**config.mk**
```make
export PLATFORM = sky130hd
export DESIGN_NAME = fetch_sequencer_flat
export DESIGN_NICKNAME = d
export VERILOG_FILES = /design/src/rtl/fetch_sequencer_pkg.sv /design/src/rtl/fetch_sequencer_if.sv /design/src/rtl/fetch_sequencer_watchdog.sv /design/src/rtl/fetch_sequencer.sv /design/src/flat_wrapper.sv
export SDC_FILE = /design/constraint.sdc
export NUM_CORES = 1
export LEC_CHECK = 0
export ABC_AREA = 1
export CORE_MARGIN = 2
export CORE_UTILIZATION = 46
export CTS_BUF_LIST = sky130_fd_sc_hd__clkbuf_8
export CTS_CLUSTER_DIAMETER = 200
export DETAILED_ROUTE_END_ITERATION = 12
export GPL_TIMING_DRIVEN = 0
export PLACE_DENSITY = 0.89
export SLEW_MARGIN = 20
export SYNTH_ARGS = -nofsm -noshare
export SYNTH_HDL_FRONTEND = slang
export SYNTH_HIERARCHICAL = 1
export SYNTH_SLANG_ARGS = --single-unit
```
**constraint.sdc**
```tcl
create_clock -name clk_i -period 2.4 [get_ports clk_i]
set_input_delay 0.24 -clock clk_i [delete_from_list [all_inputs] [get_ports clk_i]]
set_output_delay 0.24 -clock clk_i [all_outputs]
set_load 0.01 [all_outputs]
```
**src/rtl/fetch_sequencer_pkg.sv**
```systemverilog
// Shared definitions for the instruction fetch sequencer: FSM state
// encodings and the active level of the program-counter strobes.
package fetch_sequencer_pkg;

    // Sequencer states; 3-bit encoding leaves one spare code.
    typedef enum logic [2:0] {
        ST_RST    = 3'd0,
        ST_VEC    = 3'd1,
        ST_FETCH  = 3'd2,
        ST_ISSUE  = 3'd3,
        ST_UPDATE = 3'd4,
        ST_HALT   = 3'd5,
        ST_FAULT  = 3'd6
    } state_e;

    // The PC's reset/load/increment inputs are all active low.
    localparam logic STROBE_ON  = 1'b0;
    localparam logic STROBE_OFF = 1'b1;

endpackage : fetch_sequencer_pkg

```
**src/rtl/fetch_sequencer_if.sv**
```systemverilog
// Bundle of the sequencer's PC, instruction-memory and decoder signals.
// master = the sequencer; slave = the PC/memory/decoder side.
interface fetch_sequencer_if #(
    parameter int DATA_WIDTH  = 16,
    parameter int INSTR_WIDTH = 16
);
    // Program counter control
    logic                   pc_rst_no;
    logic                   pc_ld_no;
    logic                   pc_inc_no;
    logic [DATA_WIDTH-1:0]  pc_target_o;
    // Instruction memory
    logic                   mem_rd_o;
    logic                   mem_ready_i;
    logic [INSTR_WIDTH-1:0] mem_rdata_i;
    // Decoder handshake and flow control
    logic [INSTR_WIDTH-1:0] ir_o;
    logic                   instr_valid_o;
    logic                   instr_ready_i;
    logic                   branch_i;
    logic [DATA_WIDTH-1:0]  branch_target_i;
    logic                   halt_i;
    logic                   resume_i;
    logic                   fault_o;

    modport master (
        output pc_rst_no, pc_ld_no, pc_inc_no, pc_target_o,
        output mem_rd_o, ir_o, instr_valid_o, fault_o,
        input  mem_ready_i, mem_rdata_i, instr_ready_i,
        input  branch_i, branch_target_i, halt_i, resume_i
    );

    modport slave (
        input  pc_rst_no, pc_ld_no, pc_inc_no, pc_target_o,
        input  mem_rd_o, ir_o, instr_valid_o, fault_o,
        output mem_ready_i, mem_rdata_i, instr_ready_i,
        output branch_i, branch_target_i, halt_i, resume_i
    );

endinterface : fetch_sequencer_if

```
**src/rtl/fetch_sequencer_watchdog.sv**
```systemverilog
// Fetch watchdog: counts consecutive FETCH cycles without memory data.
// expired_o flags the last permitted wait cycle so the FSM can fault on it.
module fetch_sequencer_watchdog #(
    parameter int WAIT_LIMIT = 8
) (
    input  logic clk_i,
    input  logic reset_i,
    input  logic clear_i,
    input  logic enable_i,
    output logic expired_o
);
    // Wide enough to hold WAIT_LIMIT itself, so the final increment on the
    // expiry edge cannot wrap before the FSM leaves FETCH.
    localparam int CW = $clog2(WAIT_LIMIT + 1);

    logic [CW-1:0] count_q, count_d;

    // Next count: clear has priority over enable.
    always_comb begin
        // NOTE: every always_comb output gets a default first so no path can infer a latch.
        count_d = count_q;
        if (clear_i) begin
            count_d = '0;
        end else if (enable_i) begin
            count_d = count_q + CW'(1);
        end
    end

    // Count register with synchronous reset.
    always_ff @(posedge clk_i) begin
        // NOTE: clocked state uses non-blocking assignment so every flop samples pre-edge values.
        if (reset_i) begin
            count_q <= '0;
        end else begin
            count_q <= count_d;
        end
    end

    assign expired_o = (count_q == CW'(WAIT_LIMIT - 1));

endmodule : fetch_sequencer_watchdog

```
**src/rtl/fetch_sequencer.sv**
```systemverilog
// Instruction fetch sequencer: drives the PC's active-low strobes, requests
// memory reads, captures the instruction and hands it to the decoder.
// All outputs are registered so PC strobes settle well before the PC's
// falling-edge sample.
module fetch_sequencer
    import fetch_sequencer_pkg::*;
#(
    parameter int                    DATA_WIDTH   = 16,
    parameter int                    INSTR_WIDTH  = 16,
    parameter logic [DATA_WIDTH-1:0] RESET_VECTOR = '0,
    parameter int                    WAIT_LIMIT   = 8
) (
    input  logic              clk_i,
    input  logic              reset_i,
    fetch_sequencer_if.master bus
);
    state_e                 state_q, state_d;
    logic                   pc_rst_n_q, pc_rst_n_d;
    logic                   pc_ld_n_q, pc_ld_n_d;
    logic                   pc_inc_n_q, pc_inc_n_d;
    logic [DATA_WIDTH-1:0]  pc_target_q, pc_target_d;
    logic                   mem_rd_q, mem_rd_d;
    logic [INSTR_WIDTH-1:0] ir_q, ir_d;
    logic                   instr_valid_q, instr_valid_d;
    logic                   fault_q, fault_d;

    logic wd_enable;
    logic wd_clear;
    logic wd_expired;

    // Watchdog runs only while FETCH waits on memory; anything else restarts it.
    assign wd_enable = (state_q == ST_FETCH) && !bus.mem_ready_i;
    assign wd_clear  = !wd_enable;

    fetch_sequencer_watchdog #(
        .WAIT_LIMIT (WAIT_LIMIT)
    ) u_watchdog (
        .clk_i     (clk_i),
        .reset_i   (reset_i),
        .clear_i   (wd_clear),
        .enable_i  (wd_enable),
        .expired_o (wd_expired)
    );

    // Next state plus the output values that take effect in that state.
    always_comb begin
        state_d       = state_q;
        pc_rst_n_d    = STROBE_OFF;
        pc_ld_n_d     = STROBE_OFF;
        pc_inc_n_d    = STROBE_OFF;
        pc_target_d   = pc_target_q;
        mem_rd_d      = 1'b0;
        ir_d          = ir_q;
        instr_valid_d = 1'b0;
        fault_d       = 1'b0;

        unique case (state_q)
            ST_RST: begin
                // Reset released: optionally load the vector before fetching.
                if (RESET_VECTOR != '0) begin
                    state_d   = ST_VEC;
                    pc_ld_n_d = STROBE_ON;
                end else begin
                    state_d  = ST_FETCH;
                    mem_rd_d = 1'b1;
                end
            end

            ST_VEC: begin
                state_d  = ST_FETCH;
                mem_rd_d = 1'b1;
            end

            ST_FETCH: begin
                // Data arriving on the last permitted cycle still wins.
                if (bus.mem_ready_i) begin
                    state_d       = ST_ISSUE;
                    ir_d          = bus.mem_rdata_i;
                    instr_valid_d = 1'b1;
                end else if (wd_expired) begin
                    state_d = ST_FAULT;
                    fault_d = 1'b1;
                end else begin
                    mem_rd_d = 1'b1;
                end
            end

            ST_ISSUE: begin
                // branch_i/halt_i only matter on the accepting cycle.
                if (bus.instr_ready_i) begin
                    if (bus.halt_i) begin
                        state_d = ST_HALT;
                    end else if (bus.branch_i) begin
                        state_d     = ST_UPDATE;
                        pc_ld_n_d   = STROBE_ON;
                        pc_target_d = bus.branch_target_i;
                    end else begin
                        state_d    = ST_UPDATE;
                        pc_inc_n_d = STROBE_ON;
                    end
                end else begin
                    instr_valid_d = 1'b1;
                end
            end

            ST_UPDATE: begin
                state_d  = ST_FETCH;
                mem_rd_d = 1'b1;
            end

            ST_HALT: begin
                if (bus.resume_i) begin
                    state_d    = ST_UPDATE;
                    pc_inc_n_d = STROBE_ON;
                end
            end

            ST_FAULT: begin
                // Sticky until reset_i.
                fault_d = 1'b1;
            end

            default: begin
                state_d    = ST_RST;
                pc_rst_n_d = STROBE_ON;
            end
        endcase
    end

    // State and registered outputs; reset aborts any fetch in flight.
    always_ff @(posedge clk_i) begin
        if (reset_i) begin
            state_q       <= ST_RST;
            pc_rst_n_q    <= STROBE_ON;
            pc_ld_n_q     <= STROBE_OFF;
            pc_inc_n_q    <= STROBE_OFF;
            pc_target_q   <= RESET_VECTOR;
            mem_rd_q      <= 1'b0;
            ir_q          <= '0;
            instr_valid_q <= 1'b0;
            fault_q       <= 1'b0;
        end else begin
            state_q       <= state_d;
            pc_rst_n_q    <= pc_rst_n_d;
            pc_ld_n_q     <= pc_ld_n_d;
            pc_inc_n_q    <= pc_inc_n_d;
            pc_target_q   <= pc_target_d;
            mem_rd_q      <= mem_rd_d;
            ir_q          <= ir_d;
            instr_valid_q <= instr_valid_d;
            fault_q       <= fault_d;
        end
    end

    assign bus.pc_rst_no     = pc_rst_n_q;
    assign bus.pc_ld_no      = pc_ld_n_q;
    assign bus.pc_inc_no     = pc_inc_n_q;
    assign bus.pc_target_o   = pc_target_q;
    assign bus.mem_rd_o      = mem_rd_q;
    assign bus.ir_o          = ir_q;
    assign bus.instr_valid_o = instr_valid_q;
    assign bus.fault_o       = fault_q;

endmodule : fetch_sequencer

```
**src/flat_wrapper.sv**
```systemverilog
// flat-port wrapper written by rule: the top's interface ports become plain ports
module fetch_sequencer_flat import fetch_sequencer_pkg::*;
#(
    parameter int                    DATA_WIDTH   = 16,
    parameter int                    INSTR_WIDTH  = 16,
    parameter logic [DATA_WIDTH-1:0] RESET_VECTOR = '0,
    parameter int                    WAIT_LIMIT   = 8
)
  (clk_i, reset_i, bus_pc_rst_no, bus_pc_ld_no, bus_pc_inc_no, bus_pc_target_o, bus_mem_rd_o, bus_ir_o, bus_instr_valid_o, bus_fault_o, bus_mem_ready_i, bus_mem_rdata_i, bus_instr_ready_i, bus_branch_i, bus_branch_target_i, bus_halt_i, bus_resume_i);
  fetch_sequencer_if #(.DATA_WIDTH(DATA_WIDTH), .INSTR_WIDTH(INSTR_WIDTH)) bus_i ();
  input  logic clk_i;
  input  logic reset_i;
  output wire logic [$bits(bus_i.pc_rst_no)-1:0] bus_pc_rst_no;
  output wire logic [$bits(bus_i.pc_ld_no)-1:0] bus_pc_ld_no;
  output wire logic [$bits(bus_i.pc_inc_no)-1:0] bus_pc_inc_no;
  output wire logic [$bits(bus_i.pc_target_o)-1:0] bus_pc_target_o;
  output wire logic [$bits(bus_i.mem_rd_o)-1:0] bus_mem_rd_o;
  output wire logic [$bits(bus_i.ir_o)-1:0] bus_ir_o;
  output wire logic [$bits(bus_i.instr_valid_o)-1:0] bus_instr_valid_o;
  output wire logic [$bits(bus_i.fault_o)-1:0] bus_fault_o;
  input wire logic [$bits(bus_i.mem_ready_i)-1:0] bus_mem_ready_i;
  input wire logic [$bits(bus_i.mem_rdata_i)-1:0] bus_mem_rdata_i;
  input wire logic [$bits(bus_i.instr_ready_i)-1:0] bus_instr_ready_i;
  input wire logic [$bits(bus_i.branch_i)-1:0] bus_branch_i;
  input wire logic [$bits(bus_i.branch_target_i)-1:0] bus_branch_target_i;
  input wire logic [$bits(bus_i.halt_i)-1:0] bus_halt_i;
  input wire logic [$bits(bus_i.resume_i)-1:0] bus_resume_i;
  assign bus_pc_rst_no = bus_i.pc_rst_no;
  assign bus_pc_ld_no = bus_i.pc_ld_no;
  assign bus_pc_inc_no = bus_i.pc_inc_no;
  assign bus_pc_target_o = bus_i.pc_target_o;
  assign bus_mem_rd_o = bus_i.mem_rd_o;
  assign bus_ir_o = bus_i.ir_o;
  assign bus_instr_valid_o = bus_i.instr_valid_o;
  assign bus_fault_o = bus_i.fault_o;
  assign bus_i.mem_ready_i = bus_mem_ready_i;
  assign bus_i.mem_rdata_i = bus_mem_rdata_i;
  assign bus_i.instr_ready_i = bus_instr_ready_i;
  assign bus_i.branch_i = bus_branch_i;
  assign bus_i.branch_target_i = bus_branch_target_i;
  assign bus_i.halt_i = bus_halt_i;
  assign bus_i.resume_i = bus_resume_i;
  fetch_sequencer #(.DATA_WIDTH(DATA_WIDTH), .INSTR_WIDTH(INSTR_WIDTH), .RESET_VECTOR(RESET_VECTOR), .WAIT_LIMIT(WAIT_LIMIT)) u_core (.clk_i(clk_i), .reset_i(reset_i), .bus(bus_i));
endmodule
```
==> metrics.md <==
| Metric | Value |
|---|---|
| Final Cell Area | roughly 0.0027 mm2 |
| Sequential area share after synthesis | 52.17% |
| Worst Slack Setup Final | 598.7 ps |
| Worst hold slack | 484.3 ps |
| Post-synth net total | 262 |
| P&R area growth vs syn | 54.28% |
| 1st-iter DRT viols | 98 |
| Clock sink count | 45 |
| First-pass GRT wire length | ~6800 um |
| Power consumption | ~1.9 mW |
| Clk root buf | clkbuf_8 |
| #FFs+latches synth | 45 |
| Setup Fix Bufs, Post-CTS | 0 |
| Total Wirelength | 4001 um |
| Worst-path clk slew | around 80 ps |
| Crit path capture type | flip-flop |
| Placed Area | around 0.0025 mm2 |
| Status | finished, final reports clean |
| I/O Pins | 77 |
| CP startpoint kind | flip-flop |
| CTS Hold Bufs | 0 |
| Longest Clk Path Bufs | 2 |
| Pleak | between 1 and 1.5 nW |
| Port Buf Inserts | 76 |
| Die ar. | 0.004260 mm2 |
| Slew Limit Fails | 0 |
| Row cnt | 22 |
| Clk_lat worst skew | approximately 290 ps |
| Synth Flop Type | dfxtp_1 |
| CTS tree | yes |
| Largest area contributor in the netlist | dfxtp_1 |
| Final cell count without fillers | 354 |
| Slew margin rel. | a little over three fifths |
| End-of-flow core utilization | 73.31% |
| Setup TNS | 0 ps |
| Synth cell types | 20 |
| Syn_area_per_cell | 7.778 um2 |
| Via density | ~4.8 |
| Drt wl/cell | around 11 um |
| GRT overflow | 0 |
| Setup CP Type | flip-flop to flip-flop |
| Routed Antenna Nets | 0 |
| Post-Syn Area | around 0.0017 mm2 |
| Synth area leaders | dfxtp_1 (52%), nor2_1 (17%), o21ai_0 (9.6%), nand2_1 (3.9%), inv_1 (2.2%) |
| Largest net degree at the start of global routing | 14 |
| Ys async rst share | 0% |
| Initial antenna violation count | 0 |
| Fin crit share | 75.06% |
| Die Width | approximately 65 um |
| Power per Cell Area | 696.8 mW/mm2 |
| Share of layout cells above drive strength 1 | 5.882% |
| DRC viols | 0 |
| Crit path arrival time | 2030 ps |
| Worst Tran Pin Value | around 550 ps |
| Number of global-route vias before repair | about 1600 |
| Ys Warns | 6 |
| RSZ-0062 raised after global routing | no |
| Initial Util | a little under half |
| Setup violations, final | 0 |
| Dpl ws | 533.0 ps |
| Total number of vias | 1686 |
| Placer Congestion | approximately 0.84 |
| Clk_skew | 4.793 ps |
| Hold Violations, Final | 0 |
| Minimum clock period | 1801 ps |
| Top-area cell type share of the netlist area | between 50% and 60% |
| H-tree lvl count | 2 |
| Maximum VDD drop | roughly 0.43 mV |
| Final antenna diode count | 0 |
| Dpl hpwl | slightly below 3000 um |
| Post-Place Cells | 346 |
| FMAX | 555.1 MHz |
| Leading cell type in the layout, fill and taps excluded | nor2_1 |
| TritonCTS buffer count | 5 |
| Post-cts resize count | 0 |
| HP Class | flip-flop to flip-flop |
| # nets final | 345 |
| Fillers | 297 |
| Most frequent cells in the layout | nor2_1 (80), clkdlybuf4s50_1 (76), dfxtp_1 (45) |
| GRT Util Overall | between 20% and 30% |
| Chip Height | 65.27 um |
| Post-synthesis instance total | approximately 220 |
| Max Cap Violations | 0 |
| Core box area | between 0.003 and 0.004 mm2 |
| Worst Path Max Fanout | 10 |
| Worst EP required | roughly 2600 ps |
| EDFF count, synth | 0 |
| DRT Pass-1 Iters | 4 |
-- worst max-delay path: stages, from the launching register on --
cell and delay (ps):
dfxtp_1 430, inv_1 110, nor2_4 150, nand2_1 60, nor2_1 430, inv_1 80, nor2_1 210, o21ai_0 130
a21oi_1 130
-- layout make-up --
class,instances,area (um2),share of cell area (%)
flip-flops and latches,45,900.9,33.82
repair buffers,76,760.7,28.56
multi-input cells,157,714.4,26.82
clock buffers,6,82.58,3.100
plain buffers,8,61.31,2.302
well taps,48,60.06,2.255
inverters,12,50.05,1.879
clock inverters,2,33.78,1.268
-- final timing paths --
path,cells past startpoint,slack [ps],endpoint,startpoint
setup / recovery,8,600,u_core/u_watchdog/count_q[1],u_core/state_q[1]
hold / removal,2,480,u_core/bus.pc_target_o[0],u_core/bus.pc_target_o[0]
setup reg to reg,8,600,u_core/u_watchdog/count_q[1],u_core/state_q[1]
hold reg to reg,2,480,u_core/bus.pc_target_o[0],u_core/bus.pc_target_o[0]
-- cell usage after synthesis (2+ instances only) --
cell type / instances
nor2_4: 2
nand2_1: 18
nor2_1: 80
nand3_1: 5
dfxtp_1: 45
clkbuf_1: 5
buf_6: 2
inv_1: 10
o21ai_0: 33
a21oi_1: 7
nand3_4: 2
o21ai_1: 5
-- cells by family after synthesis --
group	share of synthesized area, %
buffers and inverters	6.449
AOI/OAI and AO/OA	13.48
DFF	52.17
and+or+nand+nor	27.17
adders and majority gates	0.7245
-- registers in the layout, indices dropped and copies added, names as in the netlist --
signal and cells:
u_core/bus.pc_inc_no 1, u_core/bus.ir_o 16, u_core/bus.fault_o 1, u_core/bus.pc_target_o 16, u_core/bus.mem_rd_o 1, u_core/u_watchdog/count_q 4, u_core/bus.pc_rst_no 1, u_core/bus.instr_valid_o 1
u_core/bus.pc_ld_no 1, u_core/state_q 3
-- layer usage --
layer,part of all wire [%],global-route usage [%]
met1,42,22.68
met2,47,36.35
met3,8.7,7.192
met4,1.8,8.073
met5,0,0
-- power breakdown --
group / total [mW] / internal (mW) / switching, mW
Sequential: 0.861 / 0.814 / 0.0472
Clock: 0.573 / 0.335 / 0.238
Combinational: 0.422 / 0.220 / 0.202
Total: 1.86 / 1.37 / 0.487
Power figures use the tool's default switching activity.
